[config.mk]
export PLATFORM = sky130hd
export DESIGN_NAME = tdc_ts_fifo_flat
export DESIGN_NICKNAME = d
export VERILOG_FILES = /design/src/rtl/tdc_pkg.sv /design/src/rtl/tdc_ts_fifo_if.sv /design/src/rtl/tdc_sync_fifo.sv /design/src/rtl/tdc_ts_fifo.sv /design/src/flat_wrapper.sv
export SDC_FILE = /design/constraint.sdc
export NUM_CORES = 1
export LEC_CHECK = 0
export ABC_AREA = 1
export CELL_PAD_IN_SITES_DETAIL_PLACEMENT = 0
export CELL_PAD_IN_SITES_GLOBAL_PLACEMENT = 1
export CORE_MARGIN = 2
export CORE_UTILIZATION = 44
export DETAILED_ROUTE_END_ITERATION = 10
export GPL_TIMING_DRIVEN = 0
export PLACE_DENSITY_LB_ADDON = 0.1
export SETUP_SLACK_MARGIN = 0.02
export SLEW_MARGIN = 20
export SYNTH_ARGS = -nofsm -noshare
export SYNTH_HDL_FRONTEND = slang
export SYNTH_HIERARCHICAL = 1
export SYNTH_SLANG_ARGS = --single-unit
export TNS_END_PERCENT = 100
[constraint.sdc]
create_clock -name wb_clk_i -period 3.15 [get_ports wb_clk_i]
set_input_delay 0.63 -clock wb_clk_i [delete_from_list [all_inputs] [get_ports wb_clk_i]]
set_output_delay 0.63 -clock wb_clk_i [all_outputs]
set_load 0.1 [all_outputs]
[src/rtl/tdc_pkg.sv]
// Shared constants for the TDC timestamp FIFO slice:
// register offsets, bit-field positions and default sizes.
package tdc_pkg;

    localparam int DEPTH_DEF = 8;
    localparam int TS_W_DEF  = 32;

    localparam logic [1:0] REG_STATUS = 2'd0;
    localparam logic [1:0] REG_TS     = 2'd1;
    localparam logic [1:0] REG_CHAN   = 2'd2;
    localparam logic [1:0] REG_CTRL   = 2'd3;

    localparam int ST_OVF   = 31;
    localparam int ST_FULL  = 8;
    localparam int ST_EMPTY = 7;

    localparam int CT_EN    = 0;
    localparam int CT_TH_LO = 4;

    function automatic logic [31:0] status_word(
        input logic       ovf,
        input logic       full,
        input logic       empty,
        input logic [6:0] cnt
    );
        logic [31:0] w;
        w           = '0;
        w[ST_OVF]   = ovf;
        w[ST_FULL]  = full;
        w[ST_EMPTY] = empty;
        w[6:0]      = cnt;
        return w;
    endfunction

    function automatic logic [31:0] ctrl_word(
        input logic       en,
        input logic [7:0] thresh
    );
        logic [31:0] w;
        w                       = '0;
        w[CT_EN]                = en;
        w[CT_TH_LO+7:CT_TH_LO]  = thresh;
        return w;
    endfunction

endpackage

[src/rtl/tdc_ts_fifo_if.sv]
// Wishbone classic slave bundle for the timestamp FIFO.
// Signal names follow the slave-side view of the bus.
interface tdc_ts_fifo_if;

    logic        wbs_stb_i;
    logic        wbs_cyc_i;
    logic        wbs_we_i;
    logic [3:0]  wbs_sel_i;
    logic [31:0] wbs_dat_i;
    logic [31:0] wbs_adr_i;
    logic        wbs_ack_o;
    logic [31:0] wbs_dat_o;

    modport master (
        output wbs_stb_i, wbs_cyc_i, wbs_we_i,
        output wbs_sel_i, wbs_dat_i, wbs_adr_i,
        input  wbs_ack_o, wbs_dat_o
    );

    modport slave (
        input  wbs_stb_i, wbs_cyc_i, wbs_we_i,
        input  wbs_sel_i, wbs_dat_i, wbs_adr_i,
        output wbs_ack_o, wbs_dat_o
    );

endinterface

[src/rtl/tdc_sync_fifo.sv]
// Generic single-clock FIFO with flop storage.
// Push while full succeeds only if a pop happens the same cycle.
module tdc_sync_fifo #(
    parameter int DEPTH = 8,
    parameter int W     = 34
) (
    input  logic                     clk_i,
    input  logic                     rst_i,
    input  logic                     push_i,
    input  logic                     pop_i,
    input  logic [W-1:0]             din_i,
    output logic [W-1:0]             dout_o,
    output logic                     full_o,
    output logic                     empty_o,
    output logic [$clog2(DEPTH):0]   count_o
);

    localparam int AW = $clog2(DEPTH);
    localparam int CW = AW + 1;

    logic [W-1:0]  mem_q [DEPTH];
    logic [AW-1:0] wr_ptr_q, rd_ptr_q;
    logic [CW-1:0] count_q, count_d;
    logic          push_ok, pop_ok;

    assign empty_o = (count_q == '0);
    assign full_o  = (count_q == CW'(DEPTH));
    assign pop_ok  = pop_i & ~empty_o;
    assign push_ok = push_i & (~full_o | pop_ok);
    assign dout_o  = mem_q[rd_ptr_q];
    assign count_o = count_q;

    // Occupancy changes only when exactly one side moves.
    always_comb begin
        count_d = count_q;
        unique case ({push_ok, pop_ok})
            2'b10:   count_d = count_q + 1'b1;
            2'b01:   count_d = count_q - 1'b1;
            default: count_d = count_q;
        endcase
    end

    // Pointers and count; pointers wrap naturally at DEPTH.
    always_ff @(posedge clk_i or posedge rst_i) begin
        if (rst_i) begin
            wr_ptr_q <= '0;
            rd_ptr_q <= '0;
            count_q  <= '0;
        end else begin
            if (push_ok) wr_ptr_q <= wr_ptr_q + 1'b1;
            if (pop_ok)  rd_ptr_q <= rd_ptr_q + 1'b1;
            count_q <= count_d;
        end
    end

    // Data array carries no reset.
    always_ff @(posedge clk_i) begin
        if (push_ok) mem_q[wr_ptr_q] <= din_i;
    end

endmodule

[src/rtl/tdc_ts_fifo.sv]
// TDC event timestamp FIFO with Wishbone classic slave,
// sticky overflow flag and threshold interrupt.
module tdc_ts_fifo
    import tdc_pkg::*;
#(
    parameter int DEPTH = DEPTH_DEF,
    parameter int TS_W  = TS_W_DEF
) (
    input  logic             wb_clk_i,
    input  logic             wb_rst_i,
    tdc_ts_fifo_if.slave     wb,
    input  logic             evt_valid_i,
    input  logic [TS_W-1:0]  evt_ts_i,
    input  logic [1:0]       evt_chan_i,
    output logic             irq_o
);

    localparam int AW = $clog2(DEPTH);
    localparam int CW = AW + 1;
    localparam int EW = TS_W + 2;

    logic          ack_q, pop_pend_q, ovf_q, en_q, irq_q;
    logic [31:0]   dat_q, rdata;
    logic [7:0]    thresh_q;
    logic [EW-1:0] head;
    logic          full, empty;
    logic [CW-1:0] count;
    logic          req, wr, rd, push_req, drop;
    logic [1:0]    reg_sel;
    logic [31:0]   ts32;
    logic          unused_ok;

    assign req      = wb.wbs_stb_i & wb.wbs_cyc_i & ~ack_q;
    assign wr       = req & wb.wbs_we_i;
    assign rd       = req & ~wb.wbs_we_i;
    assign reg_sel  = wb.wbs_adr_i[3:2];
    assign push_req = evt_valid_i & en_q;
    assign drop     = push_req & full & ~pop_pend_q;

    assign unused_ok = ^{wb.wbs_adr_i[31:4], wb.wbs_adr_i[1:0],
                         wb.wbs_sel_i[2], wb.wbs_dat_i[30:12],
                         wb.wbs_dat_i[3:1]};

    tdc_sync_fifo #(
        .DEPTH (DEPTH),
        .W     (EW)
    ) u_fifo (
        .clk_i   (wb_clk_i),
        .rst_i   (wb_rst_i),
        .push_i  (push_req),
        .pop_i   (pop_pend_q),
        .din_i   ({evt_chan_i, evt_ts_i}),
        .dout_o  (head),
        .full_o  (full),
        .empty_o (empty),
        .count_o (count)
    );

    // Read mux; empty FIFO reads as zero on TS and CHAN.
    always_comb begin
        ts32  = empty ? '0 : 32'(head[TS_W-1:0]);
        rdata = '0;
        unique case (reg_sel)
            REG_STATUS: rdata = status_word(ovf_q, full, empty, 7'(count));
            REG_TS:     rdata = ts32;
            REG_CHAN:   rdata = empty ? '0 : {30'b0, head[EW-1:TS_W]};
            REG_CTRL:   rdata = ctrl_word(en_q, thresh_q);
            default:    rdata = '0;
        endcase
    end

    // Bus side: one-cycle ack, data only with ack, pop armed for ack cycle.
    always_ff @(posedge wb_clk_i or posedge wb_rst_i) begin
        if (wb_rst_i) begin
            ack_q      <= 1'b0;
            dat_q      <= '0;
            pop_pend_q <= 1'b0;
        end else begin
            ack_q      <= req;
            dat_q      <= rd ? rdata : '0;
            pop_pend_q <= rd & (reg_sel == REG_CHAN) & ~empty;
        end
    end

    // Control register with byte-lane writes.
    always_ff @(posedge wb_clk_i or posedge wb_rst_i) begin
        if (wb_rst_i) begin
            en_q     <= 1'b0;
            thresh_q <= '0;
        end else if (wr && reg_sel == REG_CTRL) begin
            if (wb.wbs_sel_i[0]) begin
                en_q          <= wb.wbs_dat_i[CT_EN];
                thresh_q[3:0] <= wb.wbs_dat_i[7:4];
            end
            if (wb.wbs_sel_i[1]) thresh_q[7:4] <= wb.wbs_dat_i[11:8];
        end
    end

    // Sticky overflow; a new drop wins over a same-cycle clear.
    always_ff @(posedge wb_clk_i or posedge wb_rst_i) begin
        if (wb_rst_i) begin
            ovf_q <= 1'b0;
        end else if (drop) begin
            ovf_q <= 1'b1;
        end else if (wr && reg_sel == REG_STATUS &&
                     wb.wbs_sel_i[3] && wb.wbs_dat_i[ST_OVF]) begin
            ovf_q <= 1'b0;
        end
    end

    // Registered interrupt from overflow or occupancy threshold.
    always_ff @(posedge wb_clk_i or posedge wb_rst_i) begin
        if (wb_rst_i) begin
            irq_q <= 1'b0;
        end else begin
            irq_q <= ovf_q | (en_q & (8'(count) >= thresh_q) &
                              (thresh_q != 8'd0));
        end
    end

    assign wb.wbs_ack_o = ack_q;
    assign wb.wbs_dat_o = dat_q;
    assign irq_o        = irq_q;

endmodule

[src/flat_wrapper.sv]
// flat-port wrapper written by rule: the top's interface ports become plain ports
module tdc_ts_fifo_flat import tdc_pkg::*;
#(
    parameter int DEPTH = DEPTH_DEF,
    parameter int TS_W  = TS_W_DEF
)
  (wb_clk_i, wb_rst_i, evt_valid_i, evt_ts_i, evt_chan_i, irq_o, wb_wbs_stb_i, wb_wbs_cyc_i, wb_wbs_we_i, wb_wbs_sel_i, wb_wbs_dat_i, wb_wbs_adr_i, wb_wbs_ack_o, wb_wbs_dat_o);
  tdc_ts_fifo_if wb_i ();
  input  logic wb_clk_i;
  input  logic wb_rst_i;
  input  logic evt_valid_i;
  input  logic [TS_W-1:0] evt_ts_i;
  input  logic [1:0] evt_chan_i;
  output logic irq_o;
  input wire logic [$bits(wb_i.wbs_stb_i)-1:0] wb_wbs_stb_i;
  input wire logic [$bits(wb_i.wbs_cyc_i)-1:0] wb_wbs_cyc_i;
  input wire logic [$bits(wb_i.wbs_we_i)-1:0] wb_wbs_we_i;
  input wire logic [$bits(wb_i.wbs_sel_i)-1:0] wb_wbs_sel_i;
  input wire logic [$bits(wb_i.wbs_dat_i)-1:0] wb_wbs_dat_i;
  input wire logic [$bits(wb_i.wbs_adr_i)-1:0] wb_wbs_adr_i;
  output wire logic [$bits(wb_i.wbs_ack_o)-1:0] wb_wbs_ack_o;
  output wire logic [$bits(wb_i.wbs_dat_o)-1:0] wb_wbs_dat_o;
  assign wb_i.wbs_stb_i = wb_wbs_stb_i;
  assign wb_i.wbs_cyc_i = wb_wbs_cyc_i;
  assign wb_i.wbs_we_i = wb_wbs_we_i;
  assign wb_i.wbs_sel_i = wb_wbs_sel_i;
  assign wb_i.wbs_dat_i = wb_wbs_dat_i;
  assign wb_i.wbs_adr_i = wb_wbs_adr_i;
  assign wb_wbs_ack_o = wb_i.wbs_ack_o;
  assign wb_wbs_dat_o = wb_i.wbs_dat_o;
  tdc_ts_fifo #(.DEPTH(DEPTH), .TS_W(TS_W)) u_core (.wb_clk_i(wb_clk_i), .wb_rst_i(wb_rst_i), .wb(wb_i), .evt_valid_i(evt_valid_i), .evt_ts_i(evt_ts_i), .evt_chan_i(evt_chan_i), .irq_o(irq_o));
endmodule
Word level (Yosys, flattened, before mapping)
Memories as Yosys holds them, arrays and structs flattened.
Cells that the tools add are included.
{"block": "word_totals", "ram_bits": 272, "in_bits": 108, "mem_count": 1, "wordCells": 63, "reg_bits": 55, "out_inout_bits": 34}
{"name": "u_core.u_fifo.mem_q", "words": 8, "width": 34, "rd": 1, "rd_clocked_by_memory_dff": 0, "write_ports": 1, "line": "tdc_sync_fifo.sv:21", "source": "logic [W-1:0] mem_q [DEPTH];"}
{"block": "op_classes", "bitwise_logic": 20, "n_addsub": 4, "n_eq_ne": 6, "mux": 9, "order_cmp": 1, "n_reduce_logical": 11}
{"cell": "case mux 32 bit (4 select lines)", "n": 1}
{"cell": "2-to-1 mux 32 bit", "n": 2}
{"cell": "AND 1 bit", "n": 13}
{"cell": ">= comparator 4 x 8 -> 1 bit", "n": 1}
{"cell": "case mux 4 bit (2 select lines)", "n": 1}
{"cell": "nonzero test 8 bit", "n": 1}
{"cell": "adder 3 x 1 -> 3 bit, second input constant", "n": 2}
{"cell": "equality test 2 bit, second input constant", "n": 3}
{"cell": "NOT 1 bit", "n": 5}
{"cell": "adder 4 x 1 -> 4 bit, second input constant", "n": 1}
{"cell": "equality test 2 x 1 -> 1 bit, second input constant", "n": 2}
{"cell": "equality test 4 bit, second input constant", "n": 1}
{"cell": "logical AND 1 bit", "n": 4}
{"cell": "zero test 4 bit", "n": 1}
{"cell": "2-to-1 mux 1 bit", "n": 4}
{"cell": "AND reduction 2 bit", "n": 2}
{"cell": "nonzero test 2 bit", "n": 2}
{"cell": "subtractor 4 x 1 -> 4 bit, second input constant", "n": 1}
{"cell": "zero test 2 bit", "n": 1}
{"cell": "2-to-1 mux 2 bit", "n": 1}
{"cell": "bitwise OR 1 bit", "n": 2}

Depth between registers and ports, before layout
{"block": "depth", "depth_word": 8, "ltp_mapped": 13, "depth_no_buf": 12}

By module
Netlist, hierarchy kept.
{"module": "tdc_sync_fifo", "instances": 1, "cells_per_inst": 1265, "area_each_um2": 12326.8}
{"module": "tdc_ts_fifo", "instances": 1, "cells_per_inst": 221, "area_each_um2": 1898.1}

Worst setup path after synthesis
No wires, ideal clock.
{"block": "synth_path", "path_type": "input -> register", "from": "input evt_valid_i", "to": "memory u_core.u_fifo.mem_q[1][0], enable pin", "t_arrival_ns": 2.401, "setup_slack_ns": 0.323, "setup_ns": 0.425, "cell_stages": 4, "cell_sequence": "nand2_1 > inv_1 > nand2_1 > nor2_1"}
{"block": "synth_via", "elab_chain_len": 4}
{"element": "start: declaration", "line": "flat_wrapper.sv:11", "source": "input logic evt_valid_i;"}
{"element": "AND 1 bit", "line": "tdc_ts_fifo.sv:37", "source": "assign push_req = evt_valid_i & en_q;"}
{"element": "net u_core.push_req", "line": "tdc_ts_fifo.sv:28", "source": "logic req, wr, rd, push_req, drop;"}
{"element": "AND 1 bit", "line": "tdc_sync_fifo.sv:29", "source": "assign push_ok = push_i & (~full_o | pop_ok);"}
{"element": "2-to-1 mux 1 bit", "line": "tdc_sync_fifo.sv:58", "source": "if (push_ok) mem_q[wr_ptr_q] <= din_i;"}
{"element": "2-to-1 mux 1 bit (implied by the code)", "line": "tdc_sync_fifo.sv:58"}
{"element": "end: declaration", "line": "tdc_sync_fifo.sv:21"}
The timed path passes the listed nets, and every way through them passes these cells.

Worst setup path after layout
{"block": "layout_path", "from": "register u_core.ack_q (netlist: u_core/wb.wbs_ack_o)", "to": "output wb_wbs_ack_o"}
{"element": "start: declaration", "line": "tdc_ts_fifo.sv:22", "source": "logic ack_q, pop_pend_q, ovf_q, en_q, irq_q;"}
{"element": "start signal: assignment", "line": "tdc_ts_fifo.sv:79", "source": "ack_q <= req;"}
{"element": "end: declaration", "line": "flat_wrapper.sv:21", "source": "output wire logic [$bits(wb_i.wbs_ack_o)-1:0] wb_wbs_ack_o;"}
No word-level cell between the ends.

==> out/metrics.yaml <==
fill_cells: 2836
cts.sinks: 327
crit_type: "flip-flop to output port"
synth-simple-area-share: 0.240
reg2reg_depth: 10
syn_nets: 1604
crit_cells: 1
rsz0062_at_grt: "no"
gr-total-overflow: 0
die_h_um: 184
hold_depth: 2
yosys-top-cells-area: "edfxtp_1 57%, nand2_1 14%, dfrtp_1 9.7%"
vias_per_cell: 4.77
synth_top_family_by_area: "simple AND/OR/NAND/NOR gates"
dp.cells: 1987
ios: 142
synth_area_um2: 14200
cts-root-buf: "clkbuf_16"
setup_viol: 0
drv_cap: 0
fmax_ghz: 0.379
grt_max_degree: 46
clock_latency_ns: 0.52
yosysWarnings: 6
gp_congestion: 0.793
yosysTopAreaCellShare: 0.574
cts_setup_buffers: 0
status: "complete, no violations"
crit_buf_inv: 1
cp.required_ns: 2.52
numCtsBuffers: 37
wl_per_cell_um: 17.6
synth_cells: 1486
track_usage: 0.221
holdWs_ns: 0.488
ir_drop_uv: 391
area_growth_pct: 20.1
synth_mux_area_frac: 0
slew_viol_final: 0
via_count: 9800
synth_cell_types: 25
h-tree-depth: 2
die_area_um2: 33800
fin_crit_ns: 2.64
cts_tree: "built"
die_w_um: 184
synth_adder_area_share: 0.00932
nets: 1742
crit_path_max_incr_delay_ns: 1.14
antenna_found_initial: 0
core_area_um2: 31700
start_util: 0.448
fp-row-count: 65
place_hpwl_mm: 23.5
synth_xor_area_frac: 0.00308
finClkSkew_ns: 0.0215
cpMaxStageDelayCell: "clkdlybuf4s50_1"
drt-initial-drc-count: 630
clock_path_buffers: 3
worst_setup_path_start_kind: "flip-flop"
drive_above_1_share: 0.0721
port_buffers: 88
antenna_cells: 0
power_density_nw_per_um2: 721
hp-class: "flip-flop to flip-flop"
grt_pass1_wl_mm: 55.6
grt_pass1_vias: 9468
cts_hold_buf: 0
leakagePower_uw: 0.00730
post-route-period-util: 0.837
end_kind: "output port"
clk_pin_slew_ns: 0.06
hold_violations: 0
cts_resized: 0
ys_seq_area_frac: 0.671
ff_latch_area_um2: 9540
yosysTopAreaCell: "edfxtp_1"
path_delay_family: "buffers and inverters"
multi_input_area_um2: 3750
antenna_left: 0
cp.arrival_ns: 2.01
drc_errors: 0
final_cell_count_no_fill: 2053
worst_slew_pin_slew_ns: 0.997
cp_cell_sequence: "clkdlybuf4s50_1"
cp_max_fo: 3
synth_compound_area_frac: 0.00739
firstDrtPassIters: 5
syn_avg_cell_area_um2: 9.57
wirelength_mm: 36.1
ys_seq_elements: 327
slew_headroom: 0.333
==> synthesized netlist by cell type, drive strengths merged <==
master,n
ha,9
nor3,2
nand3,15
clkinv,2
dfrtp,55
xor2,2
a21oi,13
nand4,11
xnor2,3
nand2,547
edfxtp,272
nand3b,1
fa,1
inv,168
nor2,313
o21ai,8
clkbuf,12
or2,1
nor4,2
buf,49
==> power breakdown <==
group          leakage [uW]  total (uW)  internal [uW]  switching, uW
sequential          0.00320        5030           4900            135
clock              0.000556        4010           2350           1650
combinational       0.00355        3290           1030           2260
==> worst register-to-register path: stages (launching register included) <==
cell     delay [ns]
dfrtp_1        0.46
nor2_1         0.16
nand4_1        0.20
nand2_1        0.45
ha_1           0.31
ha_1           0.27
or2_2          0.29
nand2_1        0.07
nand2_1        0.04
nand3_1        0.06
nand2_1        0.05
==> cell usage in the layout, fill, tap and decap left out, types with 8 or more instances in the layout <==
| cell type | Yosys | layout |
|---|---|---|
| buf_4 | 14 | 14 |
| clkbuf_16 | 0 | 39 |
| nand2_1 | 547 | 547 |
| inv_1 | 167 | 166 |
| clkinv_1 | 2 | 9 |
| edfxtp_1 | 272 | 272 |
| nor2_4 | 0 | 8 |
| nand3_1 | 15 | 15 |
| dfrtp_1 | 55 | 55 |
| ha_1 | 9 | 9 |
| a21oi_1 | 13 | 13 |
| buf_2 | 29 | 29 |
| clkdlybuf4s50_1 | 0 | 88 |
| clkbuf_1 | 12 | 22 |
| o21ai_0 | 8 | 8 |
| nand4_1 | 11 | 11 |
| buf_16 | 0 | 8 |
| nor2_1 | 313 | 305 |
==> per-layer routing <==
layer,wire [um],vias up,track usage
met1,16400,4601,0.304
li1,-,4905,-
met3,1830,54,0.0317
met5,0,-,0
met4,918,0,0.0685
met2,16900,240,0.367
==> cells by family after synthesis <==
kind of cell	count (synthesis)
buffers and inverters	231
AO/OA/AOI/OAI	21
AND/OR/NAND/NOR	892
XOR/XNOR	5
flip-flops	327
adder cells (fa/ha/maj)	10
==> metrics by stage <==
stage | TNS, ns | worst slack (ns) | power [uW] | util | cell area [um2]
finish | 0 | 0.512 | 12300 | 0.539 | 17100
global route | 0 | 0.447 | 13100 | 0.539 | 17100
CTS | 0 | 0.478 | 12500 | 0.539 | 17100
detailed placement | 0 | 0.125 | 8450 | 0.503 | 16000
global placement | -513.53 | -2.14 | 8340 | 0.492 | 15600
floorplan | 0 | 0.323 | 7280 | - | 14200
==> sequential cells by signal, summed over array words and instances (netlist names) <==
signal,count
u_core/ovf_q,1
u_core/u_fifo/wr_ptr_q,3
u_core/u_fifo/mem_q,272
u_core/thresh_q,8
u_core/wb.wbs_dat_o,32
u_core/en_q,1
u_core/u_fifo/rd_ptr_q,3
u_core/wb.wbs_ack_o,1
u_core/pop_pend_q,1
u_core/irq_o,1
u_core/u_fifo/count_o,4
==> worst paths after layout <==
path / from / endpoint / slack [ns]
max in group asynchronous: wb_rst_i / u_core/wb.wbs_dat_o[22] / 2.04
min in group asynchronous: wb_rst_i / u_core/u_fifo/count_o[1] / 0.53
max reg2reg: u_core/u_fifo/count_o[0] / u_core/u_fifo/count_o[3] / 0.68
min reg2reg: u_core/ovf_q / u_core/irq_o / 0.49
min: u_core/ovf_q / u_core/irq_o / 0.49
max: u_core/wb.wbs_ack_o / wb_wbs_ack_o / 0.51
==> layout make-up <==
| class | instances | area share |
|---|---|---|
| clock inverter | 13 | 0.00374 |
| multi-input combinational | 928 | 0.220 |
| sequential | 327 | 0.559 |
| tap | 402 | 0.0294 |
| inverter | 170 | 0.0375 |
| timing repair buffer | 99 | 0.0680 |
| clock buffer | 53 | 0.0625 |
| buffer | 61 | 0.0204 |
Power figures use the tool's default switching activity.
